**src/rtl/display_pkg.sv**
```systemverilog
// Display timing defaults and framebuffer geometry shared by the scanout and the rasterizer.
package display_pkg;

  localparam int DEF_H_ACTIVE = 640;
  localparam int DEF_H_FRONT  = 16;
  localparam int DEF_H_SYNC   = 96;
  localparam int DEF_H_BACK   = 48;
  localparam int DEF_V_ACTIVE = 480;
  localparam int DEF_V_FRONT  = 10;
  localparam int DEF_V_SYNC   = 2;
  localparam int DEF_V_BACK   = 33;

  localparam int DEF_H_TOTAL = DEF_H_ACTIVE + DEF_H_FRONT + DEF_H_SYNC + DEF_H_BACK;
  localparam int DEF_V_TOTAL = DEF_V_ACTIVE + DEF_V_FRONT + DEF_V_SYNC + DEF_V_BACK;

  localparam int DEF_HSYNC_START = DEF_H_ACTIVE + DEF_H_FRONT;
  localparam int DEF_HSYNC_END   = DEF_HSYNC_START + DEF_H_SYNC;
  localparam int DEF_VSYNC_START = DEF_V_ACTIVE + DEF_V_FRONT;
  localparam int DEF_VSYNC_END   = DEF_VSYNC_START + DEF_V_SYNC;

  localparam int DEF_HORIZ_RESOLUTION = 80;
  localparam int DEF_VERT_RESOLUTION  = 60;
  localparam int DEF_SCALE            = 8;

  // Syncs are carried at pin polarity (active-low).
  typedef struct packed {
    logic active;
    logic hsync;
    logic vsync;
    logic vblank_start;
  } timing_t;

  localparam timing_t TIMING_BLANK = '{active: 1'b0, hsync: 1'b1, vsync: 1'b1, vblank_start: 1'b0};

  typedef struct packed {
    logic [3:0] red;
    logic [3:0] green;
    logic [3:0] blue;
  } rgb_t;

endpackage

```
**src/rtl/display_timing_counter.sv**
```systemverilog
// Stage 0 of the scanout: h/v raster counters with active, sync and vblank-start decode.
module display_timing_counter
  import display_pkg::*;
#(
  parameter int H_ACTIVE = DEF_H_ACTIVE,
  parameter int H_FRONT  = DEF_H_FRONT,
  parameter int H_SYNC   = DEF_H_SYNC,
  parameter int H_BACK   = DEF_H_BACK,
  parameter int V_ACTIVE = DEF_V_ACTIVE,
  parameter int V_FRONT  = DEF_V_FRONT,
  parameter int V_SYNC   = DEF_V_SYNC,
  parameter int V_BACK   = DEF_V_BACK,
  localparam int H_TOTAL = H_ACTIVE + H_FRONT + H_SYNC + H_BACK,
  localparam int V_TOTAL = V_ACTIVE + V_FRONT + V_SYNC + V_BACK,
  localparam int H_CNT_W = $clog2(H_TOTAL),
  localparam int V_CNT_W = $clog2(V_TOTAL)
) (
  input  logic               i_clk,
  input  logic               i_srst_n,
  input  logic               i_enable,
  output logic [H_CNT_W-1:0] o_h_count,
  output logic [V_CNT_W-1:0] o_v_count,
  output timing_t            o_timing
);

  localparam int HS_START = H_ACTIVE + H_FRONT;
  localparam int HS_END   = HS_START + H_SYNC;
  localparam int VS_START = V_ACTIVE + V_FRONT;
  localparam int VS_END   = VS_START + V_SYNC;

  logic [H_CNT_W-1:0] h_count_reg;
  logic [V_CNT_W-1:0] v_count_reg;
  logic               h_wrap;
  logic               v_wrap;

  assign h_wrap = (h_count_reg == H_CNT_W'(H_TOTAL - 1));
  assign v_wrap = (v_count_reg == V_CNT_W'(V_TOTAL - 1));

  always_ff @(posedge i_clk) begin
    if (!i_srst_n || !i_enable) begin
      h_count_reg <= '0;
      v_count_reg <= '0;
    end else if (h_wrap) begin
      h_count_reg <= '0;
      v_count_reg <= v_wrap ? '0 : v_count_reg + 1'b1;
    end else begin
      h_count_reg <= h_count_reg + 1'b1;
    end
  end

  // Decode is gated by enable so the cycle enable drops already reads as blank.
  always_comb begin
    o_timing = TIMING_BLANK;
    if (i_enable) begin
      o_timing.active       = (h_count_reg < H_CNT_W'(H_ACTIVE)) && (v_count_reg < V_CNT_W'(V_ACTIVE));
      o_timing.hsync        = !((h_count_reg >= H_CNT_W'(HS_START)) && (h_count_reg < H_CNT_W'(HS_END)));
      o_timing.vsync        = !((v_count_reg >= V_CNT_W'(VS_START)) && (v_count_reg < V_CNT_W'(VS_END)));
      o_timing.vblank_start = (h_count_reg == '0) && (v_count_reg == V_CNT_W'(V_ACTIVE));
    end
  end

  assign o_h_count = h_count_reg;
  assign o_v_count = v_count_reg;

endmodule

```
**src/rtl/framebuffer_scanout.sv**
```systemverilog
// Framebuffer-to-VGA scanout: upscaled read addressing, read-latency compensation and aligned outputs.
module framebuffer_scanout
  import display_pkg::*;
#(
  parameter int HORIZ_RESOLUTION = DEF_HORIZ_RESOLUTION,
  parameter int VERT_RESOLUTION  = DEF_VERT_RESOLUTION,
  parameter int SCALE            = DEF_SCALE,
  parameter int H_ACTIVE         = HORIZ_RESOLUTION * SCALE,
  parameter int H_FRONT          = DEF_H_FRONT,
  parameter int H_SYNC           = DEF_H_SYNC,
  parameter int H_BACK           = DEF_H_BACK,
  parameter int V_ACTIVE         = VERT_RESOLUTION * SCALE,
  parameter int V_FRONT          = DEF_V_FRONT,
  parameter int V_SYNC           = DEF_V_SYNC,
  parameter int V_BACK           = DEF_V_BACK,
  localparam int HADDR_W         = $clog2(HORIZ_RESOLUTION),
  localparam int VADDR_W         = $clog2(VERT_RESOLUTION)
) (
  input  logic               i_clk,
  input  logic               i_srst_n,
  input  logic               i_enable,
  output logic [VADDR_W-1:0] o_vert_read_addr,
  output logic [HADDR_W-1:0] o_horiz_read_addr,
  output logic               o_read_en,
  input  logic [3:0]         i_red,
  input  logic [3:0]         i_green,
  input  logic [3:0]         i_blue,
  output logic [3:0]         o_red,
  output logic [3:0]         o_green,
  output logic [3:0]         o_blue,
  output logic               o_hsync,
  output logic               o_vsync,
  output logic               o_active,
  output logic               o_vblank_start
);

  localparam int SCALE_SHIFT = $clog2(SCALE);
  localparam int H_CNT_W     = $clog2(H_ACTIVE + H_FRONT + H_SYNC + H_BACK);
  localparam int V_CNT_W     = $clog2(V_ACTIVE + V_FRONT + V_SYNC + V_BACK);

  logic [H_CNT_W-1:0] h_count;
  logic [V_CNT_W-1:0] v_count;
  timing_t            timing0;

  display_timing_counter #(
    .H_ACTIVE (H_ACTIVE),
    .H_FRONT  (H_FRONT),
    .H_SYNC   (H_SYNC),
    .H_BACK   (H_BACK),
    .V_ACTIVE (V_ACTIVE),
    .V_FRONT  (V_FRONT),
    .V_SYNC   (V_SYNC),
    .V_BACK   (V_BACK)
  ) u_timing (
    .i_clk     (i_clk),
    .i_srst_n  (i_srst_n),
    .i_enable  (i_enable),
    .o_h_count (h_count),
    .o_v_count (v_count),
    .o_timing  (timing0)
  );

  logic [HADDR_W-1:0] horiz_addr_next;
  logic [VADDR_W-1:0] vert_addr_next;
  logic [HADDR_W-1:0] horiz_addr_reg;
  logic [VADDR_W-1:0] vert_addr_reg;
  logic               read_en_reg;
  timing_t [2:0]      timing_pipe_reg;
  rgb_t               rgb_reg;

  // SCALE is a power of two, so the upscale divide is a plain shift.
  always_comb begin
    horiz_addr_next = '0;
    vert_addr_next  = '0;
    if (timing0.active) begin
      horiz_addr_next = HADDR_W'(h_count >> SCALE_SHIFT);
      vert_addr_next  = VADDR_W'(v_count >> SCALE_SHIFT);
    end
  end

  // Index 0 is stage 1, index 2 drives the pins; colour is captured alongside stage 3.
  always_ff @(posedge i_clk) begin
    if (!i_srst_n) begin
      horiz_addr_reg  <= '0;
      vert_addr_reg   <= '0;
      read_en_reg     <= 1'b0;
      timing_pipe_reg <= {3{TIMING_BLANK}};
      rgb_reg         <= '0;
    end else begin
      horiz_addr_reg  <= horiz_addr_next;
      vert_addr_reg   <= vert_addr_next;
      read_en_reg     <= timing0.active;
      timing_pipe_reg <= {timing_pipe_reg[1:0], timing0};
      rgb_reg         <= timing_pipe_reg[1].active ? rgb_t'({i_red, i_green, i_blue}) : '0;
    end
  end

  assign o_horiz_read_addr = horiz_addr_reg;
  assign o_vert_read_addr  = vert_addr_reg;
  assign o_read_en         = read_en_reg;
  assign o_red             = rgb_reg.red;
  assign o_green           = rgb_reg.green;
  assign o_blue            = rgb_reg.blue;
  assign o_hsync           = timing_pipe_reg[2].hsync;
  assign o_vsync           = timing_pipe_reg[2].vsync;
  assign o_active          = timing_pipe_reg[2].active;
  assign o_vblank_start    = timing_pipe_reg[2].vblank_start;

endmodule

```
**config.mk**
```make
export PLATFORM = sky130hd
export DESIGN_NAME = framebuffer_scanout
export DESIGN_NICKNAME = d
export VERILOG_FILES = /design/src/rtl/display_pkg.sv /design/src/rtl/display_timing_counter.sv /design/src/rtl/framebuffer_scanout.sv
export SDC_FILE = /design/constraint.sdc
export NUM_CORES = 1
export LEC_CHECK = 0
export CELL_PAD_IN_SITES_DETAIL_PLACEMENT = 1
export CELL_PAD_IN_SITES_GLOBAL_PLACEMENT = 2
export CORE_ASPECT_RATIO = 0.75
export CORE_UTILIZATION = 30
export DETAILED_ROUTE_END_ITERATION = 6
export GPL_ROUTABILITY_DRIVEN = 1
export PLACE_DENSITY = 0.75
export SLEW_MARGIN = 20
export SYNTH_ARGS = -nofsm -noshare
export SYNTH_HDL_FRONTEND = slang
export SYNTH_SLANG_ARGS = --single-unit
```
**constraint.sdc**
```tcl
create_clock -name i_clk -period 2.48 [get_ports i_clk]
set_clock_uncertainty 0.05 [all_clocks]
set_input_delay 0.372 -clock i_clk [delete_from_list [all_inputs] [get_ports i_clk]]
set_output_delay 0.372 -clock i_clk [all_outputs]
set_load 0.005 [all_outputs]
```
==> flow_summary.json, run 1 <==
{
  "multi_input_area_sq_um": 831,
  "ant_nets": 0,
  "ys_top_cells_by_area": "dfxtp_1 55%, and2_1 5.1%, and3_1 4.8%, xnor2_1 3.8%, nor2_1 3.1%",
  "reg2reg_slack_ns": 0.38,
  "post-route-min-period_ns": 2.10,
  "cp_data_required_time_ns": 2.69,
  "startpoint_type": "flip-flop",
  "clkLatencyLatePin_ns": 0.33,
  "synth.most_common_cell": "dfxtp_1",
  "viasPerCell": 4.67,
  "place_ws_ns": 0.402,
  "crit_arrival_ns": 2.32,
  "power_w": 0.00169,
  "critPathLaunch": "u_timing.o_h_count[0]",
  "die_h_um": 73.9,
  "cp-end-kind": "flip-flop",
  "avgSynthCellArea_sq_um": 9.88,
  "post-route-cell-area_sq_um": 2720,
  "post-route-period-util_pct": 84.8,
  "violations": "DRC",
  "async_flop_share_pct": 0,
  "clock.fmax_ghz": 0.476,
  "cap_violations": 0,
  "seq_area_frac_synth_pct": 55.2,
  "area_growth_pct": 31.6,
  "num_vias": 1578,
  "synth_cells": 209,
  "setup_tns_ns": 0,
  "drt-total-wl_um": 4680,
  "grt_max_degree": 22,
  "tightest_slew_ns": 0.390,
  "clock_sinks": 57,
  "hold_viol": 0,
  "antenna_found_initial": 0,
  "diodes": 0,
  "htree_levels": 3,
  "use_met2_pct": 20.2,
  "rows": 25,
  "cts_root_buf": "clkbuf_8",
  "grt_pass1_wl_um": 7940,
  "ff_latch_area_sq_um": 1140,
  "fin_ws_ns": 0.378,
  "port_buffers": 44,
  "detailed_place_hpwl_um": 3370,
  "die_w_um": 97.8,
  "yosysWarnings": 0,
  "drv_slew": 0,
  "cts_resized": 0,
  "drive_gt1_share_pct": 9.34,
  "clk_pin_slew_ns": 0.07,
  "pin_count": 45,
  "rsz0062_at_grt": "no",
  "cts_tree": "built",
  "ir_drop_uv": 267,
  "gp_congestion": 0.763,
  "die_area_sq_um": 7230,
  "synth_common_cells": "57 x dfxtp_1, 17 x and2_1, 17 x nor2_1",
  "global_route.usage.total_pct": 14.8,
  "rr_startpoint": "u_timing.o_h_count[0]",
  "core_sq_um": 6470,
  "synthDistinctLibCells": 31,
  "globalRouteOverflowTotal": 0,
  "worst_path_max_delay_cell": "or4_4",
  "cts_made_buffers": 9,
  "use_met1_pct": 19.6,
  "cts_setup_buffers": 0,
  "initial_utilization_pct": 31.9,
  "rr_endpoint": "u_timing.o_v_count[9]",
  "holdWs_ns": 0.348,
  "slowest_delay_ns": 0.61,
  "outcome": "complete, but fails checks",
  "dr.first_iter.drc_count": 92,
  "synthesis.area_sq_um": 2070,
  "post-route-drc-count": 16,
  "synth-seq-cells": 57,
  "leakage_nw": 1.01,
  "power.density_nw_per_um2": 622,
  "setup.worst_path.end": "u_timing.o_v_count[9]",
  "first_global_vias": 1559,
  "crit_fanout": 7,
  "path_class": "reg -> reg",
  "synth_area_leader_cell": "dfxtp_1",
  "maxSlewHeadroom_pct": 73.6,
  "wl_per_cell_um": 13.8,
  "first_pass_iters": 6,
  "synth-edff-count": 0,
  "grt.met3_usage_pct": 7.71,
  "min_path_type": "reg -> reg",
  "fillers": 746,
  "yosys_most_used_dff": "dfxtp_1",
  "syn-num-nets": 228,
  "cp_cell_sequence": "ha_1 > nand4_1 > or4_4 > or3_1 > a21oi_1",
  "grt-busiest-layer": "met2",
  "cts_hold_buf": 0,
  "synth_top_area_share_pct": 55.2,
  "nNetsFinal": 272,
  "post_dp_cell_area_sq_um": 2560,
  "cts_max_path_buffers": 2,
  "r2r_cells": 5,
  "report.final.setup_viol": 0
}
[routing by layer]
| layer | vias to the layer above | share of wire [%] |
|---|---|---|
| li1 | 790 | - |
| met1 | 731 | 50 |
| met2 | 51 | 39 |
| met3 | 6 | 9.1 |
| met4 | 0 | 1.2 |
| met5 | - | 0 |
[cells by family (layout without fill, tap and decap cells)]
family	count (synthesis)	after routing	share of synthesized area (%)
AO/OA/AOI/OAI	9	9	2.18
XOR/XNOR	14	14	5.94
adder cells (fa/ha/maj)	4	4	2.42
buffers and inverters	20	68	4.54
flip-flops	57	57	55.2
multiplexers	1	1	0.485
AND/OR/NAND/NOR	104	104	29.2
[placed cells by master (no fill, tap or decap), types with 6 or more instances in the layout]
cell / Yosys / layout
xnor2_1: 9 / 9
nor2_1: 17 / 17
nand3_1: 9 / 9
inv_1: 6 / 6
nand4_1: 9 / 9
and2_1: 17 / 17
dfxtp_1: 57 / 57
and3_1: 16 / 16
clkbuf_8: 0 / 9
clkdlybuf4s50_1: 0 / 44
nand2_1: 8 / 8
[where the power goes]
| part | total, W | internal (W) | leakage, nW | switching (W) |
|---|---|---|---|---|
| registers | 0.000927 | 0.000922 | 0.461 | 0.00000503 |
| clock network | 0.000708 | 0.000350 | 0.0846 | 0.000358 |
| logic | 0.0000571 | 0.0000345 | 0.468 | 0.0000226 |
| total | 0.00169 | 0.00131 | 1.01 | 0.000386 |
[stage by stage]
| stage | cells | utilization [%] |
|---|---|---|
| floorplan | 209 | - |
| global placement | 323 | 39.5 |
| detailed placement | 323 | 39.5 |
| CTS | 338 | 42.0 |
| global route | 338 | 42.0 |
| finish | 338 | 42.0 |
[layout make-up]
type	count	share of cell area [%]
Clock buffer	9	4.56
Clock inverter	6	1.33
Inverter	6	0.828
Multi-Input combinational cell	132	30.6
Sequential cell	57	42.0
Tap cell	81	3.73
Timing Repair Buffer	47	17.0
[worst min path at each step]
stage	endpoint	depth (start not counted)	slack, ns	start
3_5_place_dp	o_vsync	1	0.35	timing_pipe_reg[5]
2_1_floorplan	o_hsync	1	0.34	timing_pipe_reg[6]
4_1_cts	o_vsync	1	0.35	timing_pipe_reg[5]
5_1_grt	o_hsync	1	0.36	timing_pipe_reg[6]
3_3_place_gp	timing_pipe_reg[5]	1	0.34	timing_pipe_reg[1]
6_report	o_hsync	1	0.35	timing_pipe_reg[6]
[worst max-delay path, delay by kind of cell, from the launching register on]
family                   cells  cell delay (ns)
AND/OR/NAND/NOR              3             1.18
adder cells (fa/ha/maj)      1             0.25
AO/OA/AOI/OAI                1             0.14
flip-flops                   1             0.41
Note: power is estimated with default switching activity, not from simulation.
==> run 2, diff against run 1 <==
==> constraint.sdc (replaced) <==
create_clock -name i_clk -period 2.1 [get_ports i_clk]
set_clock_uncertainty 0.05 [all_clocks]
set_input_delay 0.315 -clock i_clk [delete_from_list [all_inputs] [get_ports i_clk]]
set_output_delay 0.315 -clock i_clk [all_outputs]
set_load 0.005 [all_outputs]
==> flow_summary.json, run 2 (synthesis gave the netlist of run 1 again) <==
{
  "die_h_um": 73.9,
  "cp_data_required_time_ns": 2.33,
  "cp_cell_sequence": "ha_2 > nand4_1 > or4_4 > or3_1 > a21oi_1",
  "cap_violations": 0,
  "fillers": 743,
  "pwr-share-comb_pct": 3.0,
  "hold_viol": 0,
  "wl_per_cell_um": 14.3,
  "crit_arrival_ns": 2.21,
  "ir_drop_uv": 256,
  "violations": "DRC",
  "clkLatencyLatePin_ns": 0.35,
  "maxSlewHeadroom_pct": 72.6,
  "clkPwrFrac_pct": 49.8,
  "ff_latch_area_sq_um": 1140,
  "cts_hold_buf": 0,
  "clk_pin_slew_ns": 0.08,
  "cts_root_buf": "clkbuf_8",
  "detailed_place_hpwl_um": 3680,
  "post-route-drc-count": 16,
  "fin_ws_ns": 0.111,
  "p_switching_w": 0.000511,
  "drive_gt1_share_pct": 13.4,
  "startpoint_type": "flip-flop",
  "leakage_nw": 1.09,
  "swShare_pct": 22.0,
  "crit_fanout": 5,
  "mostFrequentLayoutCells": "57 x dfxtp_1, 44 x clkdlybuf4s50_1, 17 x nor2_1, 17 x and2_1, 16 x and3_1",
  "core_sq_um": 6470,
  "grt_max_degree": 21,
  "setup_tns_ns": 0,
  "area_growth_pct": 38.6,
  "min_path_type": "reg -> reg",
  "antenna_found_initial": 0,
  "nNetsFinal": 282,
  "die_w_um": 97.8,
  "post-route-period-util_pct": 94.7,
  "post-route-min-period_ns": 1.99,
  "die_area_sq_um": 7230,
  "globalRouteOverflowTotal": 0,
  "clock.fmax_ghz": 0.503,
  "initial_utilization_pct": 31.9,
  "diodes": 0,
  "clock_sinks": 57,
  "layout_commonest_cell": "dfxtp_1",
  "cts_max_path_buffers": 2,
  "report.final.setup_viol": 0,
  "ant_nets": 0,
  "first_pass_iters": 6,
  "multi_input_area_sq_um": 833,
  "slowest_delay_ns": 0.59,
  "htree_levels": 3,
  "rsz0062_at_grt": "no",
  "critPathTopFamily": "simple AND/OR/NAND/NOR gates",
  "viasPerCell": 4.71,
  "path_buf_inv": 0,
  "rows": 25,
  "global_route.usage.total_pct": 15.6,
  "place_ws_ns": 0.105,
  "cts_tree": "built",
  "num_vias": 1645,
  "drv_slew": 0,
  "cts_made_buffers": 9,
  "cp-end-kind": "flip-flop",
  "grt_pass1_wl_um": 8260,
  "gp_congestion": 0.823,
  "tightest_slew_ns": 0.406,
  "p_int_w": 0.00181,
  "power.density_nw_per_um2": 811,
  "worst_path_max_delay_cell": "or4_4",
  "power_frac_seq_pct": 47.2,
  "drt-total-wl_um": 5000,
  "outcome": "complete, but fails checks",
  "path_class": "reg -> reg",
  "pin_count": 45,
  "first_global_vias": 1654,
  "dr.first_iter.drc_count": 67,
  "port_buffers": 44
}
==> run 2: cell count changes in the layout (fill, tap and decap cells not counted) <==
cell       previous run  this run
bufinv_16             0         2
clkinv_2              4         0
ha_1                  4         3
clkinv_4              1         2
inv_6                 0         2
buf_4                 3        13
ha_2                  0         1
==> run 2: power by group through the flow <==
| stage | logic (W) | clock network, W | registers [W] |
|---|---|---|---|
| 2_1_floorplan | 0.0000209 | 0 | 0.00112 |
| 3_3_place_gp | 0.0000696 | 0 | 0.00112 |
| 4_1_cts | 0.0000711 | 0.00119 | 0.00109 |
| 3_5_place_dp | 0.0000700 | 0 | 0.00112 |
| 6_report | 0.0000697 | 0.00116 | 0.00109 |
| 5_1_grt | 0.0000761 | 0.00124 | 0.00110 |
==> run 2: worst paths after layout <==
kind	depth (start not counted)	end	slack, ns	startpoint
worst min-delay path	1	o_hsync	0.36	timing_pipe_reg[6]
worst min register to register	1	o_hsync	0.36	timing_pipe_reg[6]
worst max-delay path	5	u_timing.o_v_count[7]	0.11	u_timing.o_h_count[0]
worst max register to register	5	u_timing.o_v_count[7]	0.11	u_timing.o_h_count[0]
==> run 2: per-stage QoR <==
stage               cells  hold slack, ns  cell area (sq um)  total power [W]  utilization [%]
CTS                   349           0.357               2860          0.00236             44.2
finish                349           0.357               2860          0.00232             44.2
detailed placement    333           0.347               2630          0.00119             40.7
global placement      333           0.340               2630          0.00119             40.7
floorplan             209           0.336               2070          0.00114                -
global route          349           0.381               2860          0.00241             44.2
==> run 2: layout make-up <==
type                    instances  area share (%)
clock buffers                   9            4.33
clock inverters                 7            3.58
inverters                       6           0.787
multi-input cells             132            29.1
flip-flops and latches         57            39.9
well taps                      81            3.54
repair buffers                 57            18.8
==> run 2: what timing repair did <==
action	in CTS	in global routing
endpoints found under the setup margin	0	1
buffers inserted	0	0
gates resized for setup	0	1
==> run 2: layer usage <==
metal  track usage [%]  up-vias  routed length [um]
met2              24.9       45                2160
met5                 0        -                   0
met3              6.57        9                 345
met1              18.6      776                2410
met4              6.57        0                  80
li1                  -      815                   -
==> run 2: worst reg2reg max path: cells and delay by family (launching register included) <==
family | cells | cell delay, ns
AND/OR/NAND/NOR | 3 | 1.08
AO/OA/AOI/OAI | 1 | 0.14
adder cells (fa/ha/maj) | 1 | 0.24
flip-flops | 1 | 0.41
==> run 3, diff against run 2 <==
--- a/config.mk
+++ b/config.mk
@@ -12,6 +12,8 @@
 export DETAILED_ROUTE_END_ITERATION = 6
 export GPL_ROUTABILITY_DRIVEN = 1
 export PLACE_DENSITY = 0.75
+export REMOVE_ABC_BUFFERS = 1
+export SKIP_CTS_REPAIR_TIMING = 1
 export SLEW_MARGIN = 20
 export SYNTH_ARGS = -nofsm -noshare
 export SYNTH_HDL_FRONTEND = slang
==> flow_summary.json, run 3 (synthesis gave the netlist of run 1 again) <==
{
  "cts_max_path_buffers": 2,
  "drt-total-wl_um": 4850,
  "rsz0062_at_grt": "no",
  "min_path_type": "reg -> reg",
  "slowest_delay_ns": 0.72,
  "ff_latch_area_sq_um": 1140,
  "die_h_um": 73.9,
  "fillers": 730,
  "nNetsFinal": 283,
  "layout_commonest_cell": "dfxtp_1",
  "grt_pass1_wl_um": 8140,
  "core_sq_um": 6470,
  "tightest_slew_ns": 0.424,
  "rows": 25,
  "multi_input_area_sq_um": 833,
  "ant_nets": 0,
  "htree_levels": 3,
  "globalRouteOverflowTotal": 0,
  "leakage_nw": 1.10,
  "cts_made_buffers": 9,
  "worst_path_max_delay_cell": "or4_2",
  "area_growth_pct": 38.7,
  "report.final.setup_viol": 0,
  "drive_gt1_share_pct": 13.8,
  "global_route.usage.total_pct": 15.4,
  "cp-end-kind": "flip-flop",
  "cts_root_buf": "clkbuf_8",
  "clkLatencyLatePin_ns": 0.34,
  "ir_drop_uv": 398,
  "port_buffers": 44,
  "cap_violations": 0,
  "cts_tree": "built",
  "setup_tns_ns": 0,
  "initial_utilization_pct": 31.9,
  "viasPerCell": 4.63,
  "holdWs_ns": 0.351,
  "violations": "DRC",
  "pin_count": 45,
  "first_global_vias": 1605,
  "post-route-util_pct": 44.3,
  "first_pass_iters": 6,
  "hold_viol": 0,
  "wl_per_cell_um": 13.9,
  "die_w_um": 97.8,
  "clock.fmax_ghz": 0.515,
  "power.density_nw_per_um2": 803,
  "post-route-min-period_ns": 1.94,
  "clock_sinks": 57,
  "detailed_place_hpwl_um": 3490,
  "antenna_found_initial": 0,
  "post-route-drc-count": 16,
  "cp_cell_sequence": "ha_1 > inv_1 > or4_2 > mux2i_1 > nor3_1",
  "crit_fanout": 6,
  "mostFrequentLayoutCells": "56 x dfxtp_1, 44 x clkdlybuf4s50_1, 17 x nor2_1, 17 x and2_1, 16 x and3_1",
  "startpoint_type": "flip-flop",
  "die_area_sq_um": 7230,
  "clk_pin_slew_ns": 0.07,
  "drv_slew": 0,
  "crit_arrival_ns": 2.15,
  "diodes": 0,
  "outcome": "complete, but fails checks",
  "grt_max_degree": 18,
  "cp_data_required_time_ns": 2.31,
  "path_class": "reg -> reg",
  "post-route-period-util_pct": 92.5,
  "dr.first_iter.drc_count": 56,
  "maxSlewHeadroom_pct": 71.3,
  "num_vias": 1620,
  "gp_congestion": 0.786
}
[run 3: changes by cell type in the layout (fill, tap and decap cells not counted)]
cell | previous run | this run
clkinv_2 | 0 | 2
inv_6 | 2 | 0
buf_4 | 13 | 14
clkbuf_1 | 0 | 1
clkbuf_8 | 9 | 10
clkinv_4 | 2 | 1
clkinvlp_4 | 1 | 0
dfxtp_1 | 57 | 56
dfxtp_2 | 0 | 1
[run 3: worst max-delay path: cells and delay by family, from the launching register on]
| kind | cells | cell delay, ns |
|---|---|---|
| AND/OR/NAND/NOR | 2 | 0.90 |
| flip-flops | 1 | 0.47 |
| adder cells (fa/ha/maj) | 1 | 0.25 |
| multiplexers | 1 | 0.15 |
| buffers and inverters | 1 | 0.05 |
[run 3: final timing paths]
kind / from / end / slack [ns] / cells after the start
setup / recovery: u_timing.o_v_count[0] / u_timing.o_v_count[8] / 0.16 / 5
hold / removal: timing_pipe_reg[5] / o_vsync / 0.35 / 1
setup reg to reg: u_timing.o_v_count[0] / u_timing.o_v_count[8] / 0.16 / 5
hold reg to reg: timing_pipe_reg[5] / o_vsync / 0.35 / 1
[run 3: power breakdown]
group | internal, W | total [W] | leakage (nW) | switching [W]
registers | 0.00109 | 0.00109 | 0.461 | 0.00000540
clock network | 0.000698 | 0.00114 | 0.113 | 0.000437
logic | 0.0000431 | 0.0000702 | 0.521 | 0.0000271
total | 0.00183 | 0.00230 | 1.10 | 0.000470
[run 3: layout make-up]
type | instances | share of cell area (%)
timing repair buffer | 58 | 19.0
clock buffer | 11 | 4.93
tap | 81 | 3.54
clock inverter | 5 | 2.75
sequential | 57 | 39.9
inverter | 6 | 0.786
multi-input combinational | 132 | 29.1
[run 3: stage by stage]
step,setup WS (ns),instance area [sq um],power (W),instances
2_1_floorplan,0.179,1990,0.00113,195
3_3_place_gp,0.157,2630,0.00119,333
3_5_place_dp,0.0886,2630,0.00119,333
4_1_cts,0.0607,2850,0.00233,349
5_1_grt,0.0543,2870,0.00239,350
6_report,0.157,2870,0.00230,350
[run 3: per-layer routing]
metal / vias to the layer above / global-route usage, % / wire [um]
met1: 737 / 19.5 / 2420
met4: 0 / 5.05 / 64
met5: - / 0 / 0
met3: 9 / 7.90 / 365
li1: 821 / - / -
met2: 53 / 22.7 / 2000
